<file path="src/rtl/addi_pipe.sv">
// Two-stage add-immediate unit: stage 1 adds the low half, stage 2 adds the upper half
// and derives flags/saturation. Valid/ready handshake, plus a saturating overflow counter.
module addi_pipe #(
  parameter int WIDTH     = 32,
  parameter int IMM_WIDTH = 16,
  parameter int CNT_WIDTH = 8
) (
  input  logic                 clk,
  input  logic                 rst,
  input  logic                 in_valid,
  output logic                 in_ready,
  input  logic [WIDTH-1:0]     a,
  input  logic [IMM_WIDTH-1:0] imm,
  input  logic [1:0]           mode,
  output logic                 out_valid,
  input  logic                 out_ready,
  output logic [WIDTH-1:0]     sum,
  output logic                 carry,
  output logic                 overflow,
  input  logic                 clr_count,
  output logic [CNT_WIDTH-1:0] ovf_count
);

  localparam int HALF = WIDTH / 2;
  localparam logic [1:0] MODE_ADDIU = 2'b01;
  localparam logic [1:0] MODE_SUBI  = 2'b10;
  localparam logic [1:0] MODE_SAT   = 2'b11;

  logic                 w_adv;
  logic [WIDTH-1:0]     w_ext;
  logic                 w_sub1;
  logic [HALF-1:0]      w_b_lo;
  logic [HALF:0]        w_lo_full;

  logic                 r1_valid;
  logic [HALF-1:0]      r1_lo;
  logic                 r1_c;
  logic [HALF-1:0]      r1_a_hi;
  logic [HALF-1:0]      r1_ext_hi;
  logic [1:0]           r1_mode;

  logic                 w_sub2;
  logic [HALF-1:0]      w_b_hi;
  logic [HALF:0]        w_hi_full;
  logic [WIDTH-1:0]     w_res;
  logic                 w_carry;
  logic                 w_ovf;
  logic [WIDTH-1:0]     w_sum;
  logic                 w_a_s;
  logic                 w_e_s;
  logic                 w_r_s;

  logic                 r_out_valid;
  logic [WIDTH-1:0]     r_sum;
  logic                 r_carry;
  logic                 r_overflow;
  logic [CNT_WIDTH-1:0] r_cnt;

  assign w_adv    = !r_out_valid || out_ready;
  assign in_ready = w_adv;

  // Subtraction is done as a + ~ext + 1; the +1 enters as the low-half carry-in.
  assign w_ext     = (mode == MODE_ADDIU) ? WIDTH'(imm) : WIDTH'($signed(imm));
  assign w_sub1    = (mode == MODE_SUBI);
  assign w_b_lo    = w_sub1 ? ~w_ext[HALF-1:0] : w_ext[HALF-1:0];
  assign w_lo_full = {1'b0, a[HALF-1:0]} + {1'b0, w_b_lo} + (HALF+1)'(w_sub1);

  always_ff @(posedge clk or posedge rst) begin
    if (rst) begin
      r1_valid  <= 1'b0;
      r1_lo     <= '0;
      r1_c      <= 1'b0;
      r1_a_hi   <= '0;
      r1_ext_hi <= '0;
      r1_mode   <= '0;
    end else if (w_adv) begin
      r1_valid <= in_valid;
      if (in_valid) begin
        r1_lo     <= w_lo_full[HALF-1:0];
        r1_c      <= w_lo_full[HALF];
        r1_a_hi   <= a[WIDTH-1:HALF];
        r1_ext_hi <= w_ext[WIDTH-1:HALF];
        r1_mode   <= mode;
      end
    end
  end

  assign w_sub2    = (r1_mode == MODE_SUBI);
  assign w_b_hi    = w_sub2 ? ~r1_ext_hi : r1_ext_hi;
  assign w_hi_full = {1'b0, r1_a_hi} + {1'b0, w_b_hi} + (HALF+1)'(r1_c);
  assign w_res     = {w_hi_full[HALF-1:0], r1_lo};
  assign w_carry   = w_hi_full[HALF];
  assign w_a_s     = r1_a_hi[HALF-1];
  assign w_e_s     = r1_ext_hi[HALF-1];
  assign w_r_s     = w_res[WIDTH-1];

  always_comb begin
    w_ovf = 1'b0;
    case (r1_mode)
      MODE_ADDIU: w_ovf = w_carry;
      MODE_SUBI:  w_ovf = (w_a_s != w_e_s) && (w_r_s != w_a_s);
      default:    w_ovf = (w_a_s == w_e_s) && (w_r_s != w_a_s);
    endcase
  end

  always_comb begin
    w_sum = w_res;
    if (r1_mode == MODE_SAT && w_ovf)
      w_sum = w_a_s ? {1'b1, {(WIDTH-1){1'b0}}} : {1'b0, {(WIDTH-1){1'b1}}};
  end

  always_ff @(posedge clk or posedge rst) begin
    if (rst) begin
      r_out_valid <= 1'b0;
      r_sum       <= '0;
      r_carry     <= 1'b0;
      r_overflow  <= 1'b0;
    end else if (w_adv) begin
      r_out_valid <= r1_valid;
      if (r1_valid) begin
        r_sum      <= w_sum;
        r_carry    <= w_carry;
        r_overflow <= w_ovf;
      end
    end
  end

  // Clear takes priority over a same-cycle increment.
  always_ff @(posedge clk or posedge rst) begin
    if (rst)
      r_cnt <= '0;
    else if (clr_count)
      r_cnt <= '0;
    else if (r_out_valid && out_ready && r_overflow && (r_cnt != {CNT_WIDTH{1'b1}}))
      r_cnt <= r_cnt + 1'b1;
  end

  assign out_valid = r_out_valid;
  assign sum       = r_sum;
  assign carry     = r_carry;
  assign overflow  = r_overflow;
  assign ovf_count = r_cnt;

endmodule

</file>
<file path="config.mk">
export PLATFORM = sky130hd
export DESIGN_NAME = addi_pipe
export DESIGN_NICKNAME = d
export VERILOG_FILES = /design/src/rtl/addi_pipe.sv
export SDC_FILE = /design/constraint.sdc
export NUM_CORES = 1
export LEC_CHECK = 0
export ABC_AREA = 1
export CAP_MARGIN = 15
export CELL_PAD_IN_SITES_DETAIL_PLACEMENT = 0
export CELL_PAD_IN_SITES_GLOBAL_PLACEMENT = 2
export CORE_ASPECT_RATIO = 1.2
export CORE_MARGIN = 1
export CORE_UTILIZATION = 30
export CTS_CLUSTER_SIZE = 25
export DETAILED_ROUTE_END_ITERATION = 7
export GPL_ROUTABILITY_DRIVEN = 0
export PLACE_DENSITY = 0.92
export SLEW_MARGIN = 20
export SYNTH_ARGS = -nofsm -noshare
export SYNTH_HDL_FRONTEND = slang
export SYNTH_SLANG_ARGS = --single-unit
</file>
<file path="constraint.sdc">
create_clock -name clk -period 3.1 [get_ports clk]
set_input_delay 0.62 -clock clk [delete_from_list [all_inputs] [get_ports clk]]
set_output_delay 0.62 -clock clk [all_outputs]
set_load 0.005 [all_outputs]
</file>
=== Yosys cells after proc, flatten, opt, wreduce, memory -nomap -nowiden ===
Index checks and enable logic that the tools add are counted.

* Input port bits: 55
* Logic and storage cells: 46
* Output and inout port bits: 44
* Bits in registers: 95

* Equal/unequal tests: 9
* Bitwise operators: 2
* $add $sub $neg: 5
* Reductions and logical operators: 11
* Mux-type cells: 8

{| class="wikitable"
|+ Operator list
! operator !! count
|-
| 32-bit 2-to-1 mux || 3
|-
| 16-bit by 16-bit adder with 17-bit output || 2
|-
| 17-bit by 1-bit adder with 17-bit output || 2
|-
| 16-bit 2-to-1 mux || 2
|-
| 16-bit NOT || 2
|-
| 8-bit 2-to-1 mux || 2
|-
| 8-bit by 1-bit adder with 8-bit output, second input constant || 1
|-
| 8-bit inequality test, second input constant || 1
|-
| 2-bit equality test, second input constant || 3
|-
| 1-bit logical AND || 6
|-
| 2-bit by 1-bit equality test with 1-bit output, second input constant || 2
|-
| 2-bit AND reduction || 2
|-
| 1-bit inequality test || 2
|-
| 1-bit one-hot mux with 2 select lines || 1
|-
| 2-bit nonzero test || 1
|-
| 1-bit equality test || 1
|-
| 1-bit zero test || 1
|-
| 1-bit logical OR || 1
|}

=== Logic depth before layout (Yosys ltp) ===
Gate-level depths: netlist of run 1.

* Depth after elaboration: 9
* Gate-level depth with buffers: 19
* Mapped depth without buffers: 18

=== Least setup slack after synthesis of run 1 ===
No wires, ideal clock.

* Path type: input to register
* Start: input mode[0]
* End: register r1_lo[7]
* Buffers on the path: 1
* Data arrival time: 2733 ps
* Library setup time: 82 ps
* Data required time: 3018 ps
* Stages on the path: 11
* Slack: 285 ps
* Cells stage by stage: inv_1 > nand2_2 > buf_1 > xnor2_1 > ha_1 > a21oi_1 > o21ai_0 > a21oi_1 > o21ai_0 > or2_2 > a31oi_1

* Word-level cells in the longest chain between the ends: 4

{| class="wikitable"
|+ RTL lines
! what !! RTL line !! text
|-
| start, declared || 14 || <nowiki>input logic [1:0] mode,</nowiki>
|-
| 2-bit equality test (*) || 64 || <nowiki>assign w_sub1 = (mode == MODE_SUBI);</nowiki>
|-
| 16-bit 2-to-1 mux || 65 || <nowiki>assign w_b_lo = w_sub1 ? ~w_ext[HALF-1:0] : w_ext[HALF-1:0];</nowiki>
|-
| 16-bit by 16-bit adder with 17-bit output || 66 || <nowiki>assign w_lo_full = {1'b0, a[HALF-1:0]} + {1'b0, w_b_lo} + (HALF+1)'(w_sub1);</nowiki>
|-
| 17-bit by 1-bit adder with 17-bit output (*) || 66 ||
|-
| end signal, assigned || 79 || <nowiki>r1_lo <= w_lo_full[HALF-1:0];</nowiki>
|-
| end, declared || 36 || <nowiki>logic [HALF-1:0] r1_lo;</nowiki>
|}

Every way passes the cells marked *; elsewhere a longest branch is shown, timed or not.
A chain may end at the register's enable or synchronous reset.

=== Worst setup path after layout of run 1 ===
* Start: register r1_mode[1]
* End: register r_sum[3] (netlist: sum[3])

* Word-level cells in the longest chain between the ends: 9
* Elaborated cells on any way between the ends: 12
* Classes of those cells: add/sub (2); eq/ne (4); mux (3); reduce/logical (3)

{| class="wikitable"
|+ RTL lines
! what !! RTL line !! text
|-
| start, declared || 40 || <nowiki>logic [1:0] r1_mode;</nowiki>
|-
| start signal, assigned || 83 || <nowiki>r1_mode <= mode;</nowiki>
|-
| 2-bit equality test || 88, 99 ||
|-
| 16-bit 2-to-1 mux || 89 || <nowiki>assign w_b_hi = w_sub2 ? ~r1_ext_hi : r1_ext_hi;</nowiki>
|-
| 16-bit by 16-bit adder with 17-bit output || 90 || <nowiki>assign w_hi_full = {1'b0, r1_a_hi} + {1'b0, w_b_hi} + (HALF+1)'(r1_c);</nowiki>
|-
| 17-bit by 1-bit adder with 17-bit output || 90 ||
|-
| 1-bit inequality test || 101, 102 ||
|-
| 1-bit logical AND, on equally long branches || 102, 101 ||
|-
| 1-bit one-hot mux with 2 select lines || 99 || <nowiki>case (r1_mode)</nowiki>
|-
| 1-bit logical AND (*) || 108 || <nowiki>if (r1_mode == MODE_SAT && w_ovf)</nowiki>
|-
| 32-bit 2-to-1 mux (*) || 108 ||
|-
| end signal, assigned || 121 || <nowiki>r_sum <= w_sum;</nowiki>
|-
| end, declared || 54 || <nowiki>logic [WIDTH-1:0] r_sum;</nowiki>
|}

Marked as above.

==> results of run 1 <==
-- through the flow --
| stage | util, % | total power, µW | area [µm²] |
|---|---|---|---|
| 3_3_place_gp | 40.1 | 3640 | 6330 |
| 2_1_floorplan | - | 2720 | 4900 |
| 4_1_cts | 42.4 | 4950 | 6680 |
| 6_report | 42.4 | 4880 | 6680 |
| 5_1_grt | 42.4 | 5260 | 6680 |
| 3_5_place_dp | 40.1 | 3680 | 6330 |
-- registers in the layout (all words and copies together) (netlist names) --
register,count
sum,32
out_valid,1
overflow,1
carry,1
r1_lo,16
ovf_count,8
r1_valid,1
r1_c,1
r1_ext_hi,1
r1_a_hi,16
r1_mode,2
-- kinds of logic after synthesis --
logic type      after synthesis  share of synthesized area, %
simple gates                311                          25.7
compound gates              111                          12.1
flops                        80                          40.8
buf+inv                      68                          5.74
xor+xnor                     36                          6.43
fa+ha+maj                    34                          9.14
-- routing by layer --
layer	global-route usage, %	wire [µm]
met1	17.7	5480
met2	29.5	6430
met3	2.16	382
met4	6.60	289
met5	0	0
-- layout by cell type (no fill, tap or decap), types with 9 or more instances in the layout --
cell	synthesis	final
xnor2_1	23	23
nand3_1	31	31
nor2_1	66	65
inv_1	51	50
nand2_1	194	194
clkbuf_16	0	9
a21oi_1	64	64
ha_1	31	31
o21ai_0	31	31
dfrtp_1	80	80
xor2_1	13	13
clkdlybuf4s50_1	0	98
buf_4	0	23
-- critical path: cells and delay by family, from the launching register on --
family / cells / cell delay (ps)
simple gates: 9 / 890
compound gates: 3 / 570
buf+inv: 5 / 550
flops: 1 / 400
fa+ha+maj: 1 / 280
-- where the power goes --
| part | switching [µW] | total (µW) | internal, µW |
|---|---|---|---|
| sequential | 193 | 1550 | 1350 |
| combinational | 1050 | 2090 | 1040 |
| clock | 434 | 1250 | 813 |
| total | 1670 | 4880 | 3210 |
-- how the worst max path moves through the flow --
stage | to | from | slack (ps) | cells past startpoint
2_1_floorplan | r1_lo[7] | mode[0] | 290 | 11
3_3_place_gp | r1_lo[14] | mode[1] | -20 | 12
3_5_place_dp | r1_lo[15] | mode[1] | -60 | 13
4_1_cts | r1_lo[15] | mode[1] | 300 | 13
5_1_grt | r1_lo[15] | mode[1] | 40 | 13
6_report | sum[3] | r1_mode[1] | 330 | 18
-- layout make-up --
cell class                      count  area (µm²)  share of cell area (%)
Multi-Input combinational cell    492        2620                    39.2
Sequential cell                    80        2000                    30.0
Timing Repair Buffer              126        1250                    18.8
Tap cell                          208         260                    3.89
Clock buffer                       10         239                    3.58
Inverter                           51         193                    2.88
Clock inverter                      6         115                    1.72
==> out/metrics.cfg, run 1 <==
[synthesis]
yosysTopAreaCellShare_pct=40.8
ys_warn_count=0
ys_async_sr_fraction_pct=100
ys.flop_type=dfrtp_1
synthTopCellsByArea=dfrtp_1 41%, nand2_1 15%, ha_1 7.9%
synth_seq_cells=80
ys_seq_area_share_pct=40.8
synth_edf_count=0
synth.most_common_cell=nand2_1
avgSynthCellArea_um2=7.66
synthTopCellsByCount=194 x nand2_1, 80 x dfrtp_1, 66 x nor2_1
synth_top_area_cell=dfrtp_1
syn_nets=729
yosys.cell_types.count=31
synth_cells=640
synthesis.area_um2=4900

[hold_path]
hold_class=register to register
hold_depth=2
whs_endpoint=r1_lo[15]
min_from=r1_lo[15]

[pwr]
leakage_uw=0.00320
ir_worst_vdd_mv=0.284
powerDensity_nw_per_um2=731

[clock_network]
cts_inserted_buffers=9
cts_setup_buffers=0
cts.sinks=80
clk-insertion-delay-late_ps=340
root_buffer=clkbuf_16
htreeDepth=3
cts_hold_buf=0
clk_pin_slew_ps=60
cts_resized=0
cts_tree=built
max-clock-path-buffers=2

[setup_path]
rrSetupSlack_ps=330
worstSetupPathType=register to register
reg2regPathDepth=18
endpoint_kind=register
r2r_end=sum[3]
worst_ep_arrival_time_ps=3030
timing.rr.start=r1_mode[1]
worst_path_largest_cell_delay_ps=400
cp.required_ps=3360
cp_common_cell=nand2_1
crit_path_cell_trace=inv_1 -> o21ai_0 -> nand2_1 -> inv_1 -> buf_12 -> ha_1 -> nand2_1 -> inv_1 -> nand2_1 -> nand2_1 -> a21oi_1 -> nand2_1 -> nand2_1 -> nand3_1 -> nand3_4 -> buf_12 -> nand2_1 -> a21oi_1
crit_slowest_cell=dfrtp_1
start_kind=register
cp_max_fo=19

[floorplan]
io_pins=99
start_util_pct=31.1
die_h_um=142
die_w_um=119
dieArea_um2=16900
core_area_um2=15800
std_cell_rows=50

[sta]
fin_hold_ws_ps=482
setup_slack_ps=330
slew-limit-headroom_pct=55.9
min_period_ps=2770
finalClockSkew_ps=7.63
slew_violations=0
fin_crit_sh_pct=89.4
hold_viol_final=0
timing.fmax_ghz=0.361
setup_violations=0
rsz0062_at_grt=no
tightest_slew_ps=661
fin_tns_setup_ps=0

[final_layout]
fillCellCount=1641
drive_gt1_share_pct=7.45
n_antenna_cell=0
syn2layout_area_growth_pct=36.4
finish.net_count=849
stdcell_count=973

[flow_run]
max-cap-violations=0

[routing]
avgRoutedWirePerCell_um=12.9
postRouteAntennaNets=0
dr.pass1.iters=4
vias_per_cell=4.64
routed_wl_um=12600
num_vias=4512
drc=0
drtIter0Drc=169

[placement]
port_buffers=98
dp_cells=957
dpl.hpwl_um=9910
post-place-ws_ps=-56.4

[grt]
grt_pass1_vias=4571
antenna_found_initial=0
grt_pass1_wl_um=21000
grt.overflow.total=0
grt.total_usage_pct=15.7
grt_start_max_net_pins=44

[status]
status=completed

Note: power is estimated with default switching activity, not from simulation.
==> run 2, diff against run 1 <==
PLACE_DENSITY = default   (was 0.92)
PLACE_DENSITY_LB_ADDON = 0.1   (was default)
==> run 2 against run 1 <==
Effect of this change:
- flip-flop and latch count unchanged
- clock skew increased by 2.2 ps
- largest power group unchanged
- first-iteration DRC count increased by 17%
==> out/metrics.cfg, run 2 (synthesized netlist as in run 1, its figures left out) <==
[pwr]
combPwrFrac_pct=44.2  ; was 42.8%
leakage_uw=0.00319  ; was 0.00320 µW
p_total_uw=4710  ; was 4880 µW
powerDensity_nw_per_um2=708  ; was 731 nW/µm²
clockPowerShare_pct=23.1  ; was 25.5%
internal_power_uw=3040  ; was 3210 µW
switching_share_pct=35.5  ; was 34.3%
p_sw_uw=1670  ; about the same
ir_worst_vdd_mv=0.262  ; was 0.284 mV
seq_power_share_pct=32.7  ; was 31.7%

[final_layout]
layout_commonest_cell=nand2_1  ; unchanged
final_cell_mix=194 x nand2_1, 98 x clkdlybuf4s50_1, 80 x dfrtp_1  ; unchanged
n_antenna_cell=0  ; unchanged
largest_reg_flops=32  ; unchanged
finish.net_count=852  ; was 849
syn2layout_area_growth_pct=35.8  ; was 36.4%
fin_util_pct=42.2  ; was 42.4%
drive_gt1_share_pct=7.81  ; was 7.45%

[clock_network]
htreeDepth=3  ; unchanged
max-clock-path-buffers=2  ; unchanged
cts_setup_buffers=0  ; unchanged
clk_pin_slew_ps=70  ; was 60 ps
cts_inserted_buffers=9  ; unchanged
cts_tree=built  ; unchanged
root_buffer=clkbuf_16  ; unchanged
cts.sinks=80  ; unchanged
cts_resized=0  ; unchanged
clk-insertion-delay-late_ps=340  ; about the same
cts_hold_buf=0  ; unchanged

[routing]
vias_per_cell=4.55  ; was 4.64
avgRoutedWirePerCell_um=12.9  ; about the same
drc=0  ; unchanged
drtIter0Drc=197  ; was 169
postRouteAntennaNets=0  ; unchanged
routed_wl_um=12600  ; about the same
dr.pass1.iters=4  ; unchanged
num_vias=4442  ; was 4512

[grt]
grt.overflow.total=0  ; unchanged
grt_start_max_net_pins=66  ; was 44
grt_pass1_vias=4561  ; was 4571
grt.total_usage_pct=15.8  ; was 15.7%
antenna_found_initial=0  ; unchanged
grt_pass1_wl_um=21200  ; was 21000 µm

[sta]
rsz0062_at_grt=no  ; unchanged
fin_tns_setup_ps=0  ; unchanged
timing.fmax_ghz=0.367  ; was 0.361 GHz
hold_viol_final=0  ; unchanged
finalClockSkew_ps=9.82  ; was 7.63 ps
fin_hold_ws_ps=476  ; was 482 ps
slew_violations=0  ; unchanged
setup_violations=0  ; unchanged
slew-limit-headroom_pct=64.7  ; was 55.9%
tightest_slew_ps=528  ; was 661 ps
min_period_ps=2720  ; was 2770 ps
fin_crit_sh_pct=87.8  ; was 89.4%

[flow_run]
max-cap-violations=0  ; unchanged

[placement]
port_buffers=98  ; unchanged
dpl.hpwl_um=9940  ; was 9910 µm

[setup_path]
cp_max_fo=11  ; was 19
start_kind=input port  ; was register
worstSetupPathType=input port to register  ; was register to register
cp_num_buf_inv=1  ; was 5
critPathTopFamily=compound AO/OA/AOI/OAI gates  ; was simple AND/OR/NAND/NOR gates
cp_common_cell=nand2_1  ; unchanged
worst_ep_arrival_time_ps=2960  ; was 3030 ps
crit_path_cell_trace=clkdlybuf4s50_1 -> nand2_2 -> xnor2_1 -> ha_1 -> a21oi_1 -> o21ai_0 -> a21oi_1 -> o21ai_0 -> nand3_1 -> nand2_1 -> nand2_1 -> nand3_1 -> nand2_1  ; was inv_1 -> o21ai_0 -> nand2_1 -> inv_1 -> buf_12 -> ha_1 -> nand2_1 -> inv_1 -> nand2_1 -> nand2_1 -> a21oi_1 -> nand2_1 -> nand2_1 -> nand3_1 -> nand3_4 -> buf_12 -> nand2_1 -> a21oi_1
endpoint_kind=register  ; unchanged
worst_path_largest_cell_delay_ps=500  ; was 400 ps
cp.required_ps=3330  ; was 3360 ps
crit_slowest_cell=clkdlybuf4s50_1  ; was dfrtp_1

[floorplan]
die_w_um=119  ; unchanged
die_h_um=142  ; unchanged
io_pins=99  ; unchanged
core_area_um2=15800  ; unchanged
std_cell_rows=50  ; unchanged
start_util_pct=31.1  ; unchanged
dieArea_um2=16900  ; unchanged

[hold_path]
hold_class=register to register  ; unchanged

[status]
status=completed  ; unchanged

run 2: tightest hold or removal path, cell delays in order (launching register included):
cell and delay (ps):
dfrtp_1 320, inv_1 60, nand2_1 60
run 2: layout make-up:
| cell class | instances | area [µm²] |
|---|---|---|
| Fill cell | 1683 | 9110 |
| Clock inverter | 7 | 80.1 |
| Clock buffer | 9 | 225 |
| Inverter | 51 | 193 |
| Sequential cell | 80 | 2000 |
| Tap cell | 208 | 260 |
| Multi-Input combinational cell | 492 | 2620 |
| Timing Repair Buffer | 129 | 1280 |
run 2: worst paths after layout:
kind                       startpoint        end  slack (ps)  depth (start not counted)
setup reg to reg           r1_mode[1]    sum[11]         430                         18
hold / removal               r1_valid  out_valid         480                          2
min in group asynchronous         rst   r1_lo[2]         540                          2
setup / recovery              mode[1]  r1_lo[15]         380                         13
max in group asynchronous         rst    sum[24]        1930                          3
hold reg to reg              r1_valid  out_valid         480                          2
run 2: power groups by stage:
stage	combinational (µW)	clock, µW	sequential [µW]
floorplan	1180	0	1540
global placement	2110	0	1560
detailed placement	2120	0	1570
CTS	2130	1120	1550
global route	2370	1170	1580
finish	2080	1090	1540
run 2: stage by stage:
stage / setup WS (ps) / std cells / cell area, µm²
2_1_floorplan: 285 / 640 / 4900
4_1_cts: 331 / 976 / 6660
3_5_place_dp: -32.7 / 960 / 6350
5_1_grt: 17.1 / 976 / 6660
3_3_place_gp: 18.8 / 960 / 6350
6_report: 377 / 976 / 6660
run 2: per-layer routing:
layer	up-vias	global-route usage, %	wire length (µm)
met5	-	0	0
met4	0	6.33	242
met3	15	2.64	460
met1	2028	17.7	5510
li1	2318	-	-
met2	81	29.7	6390
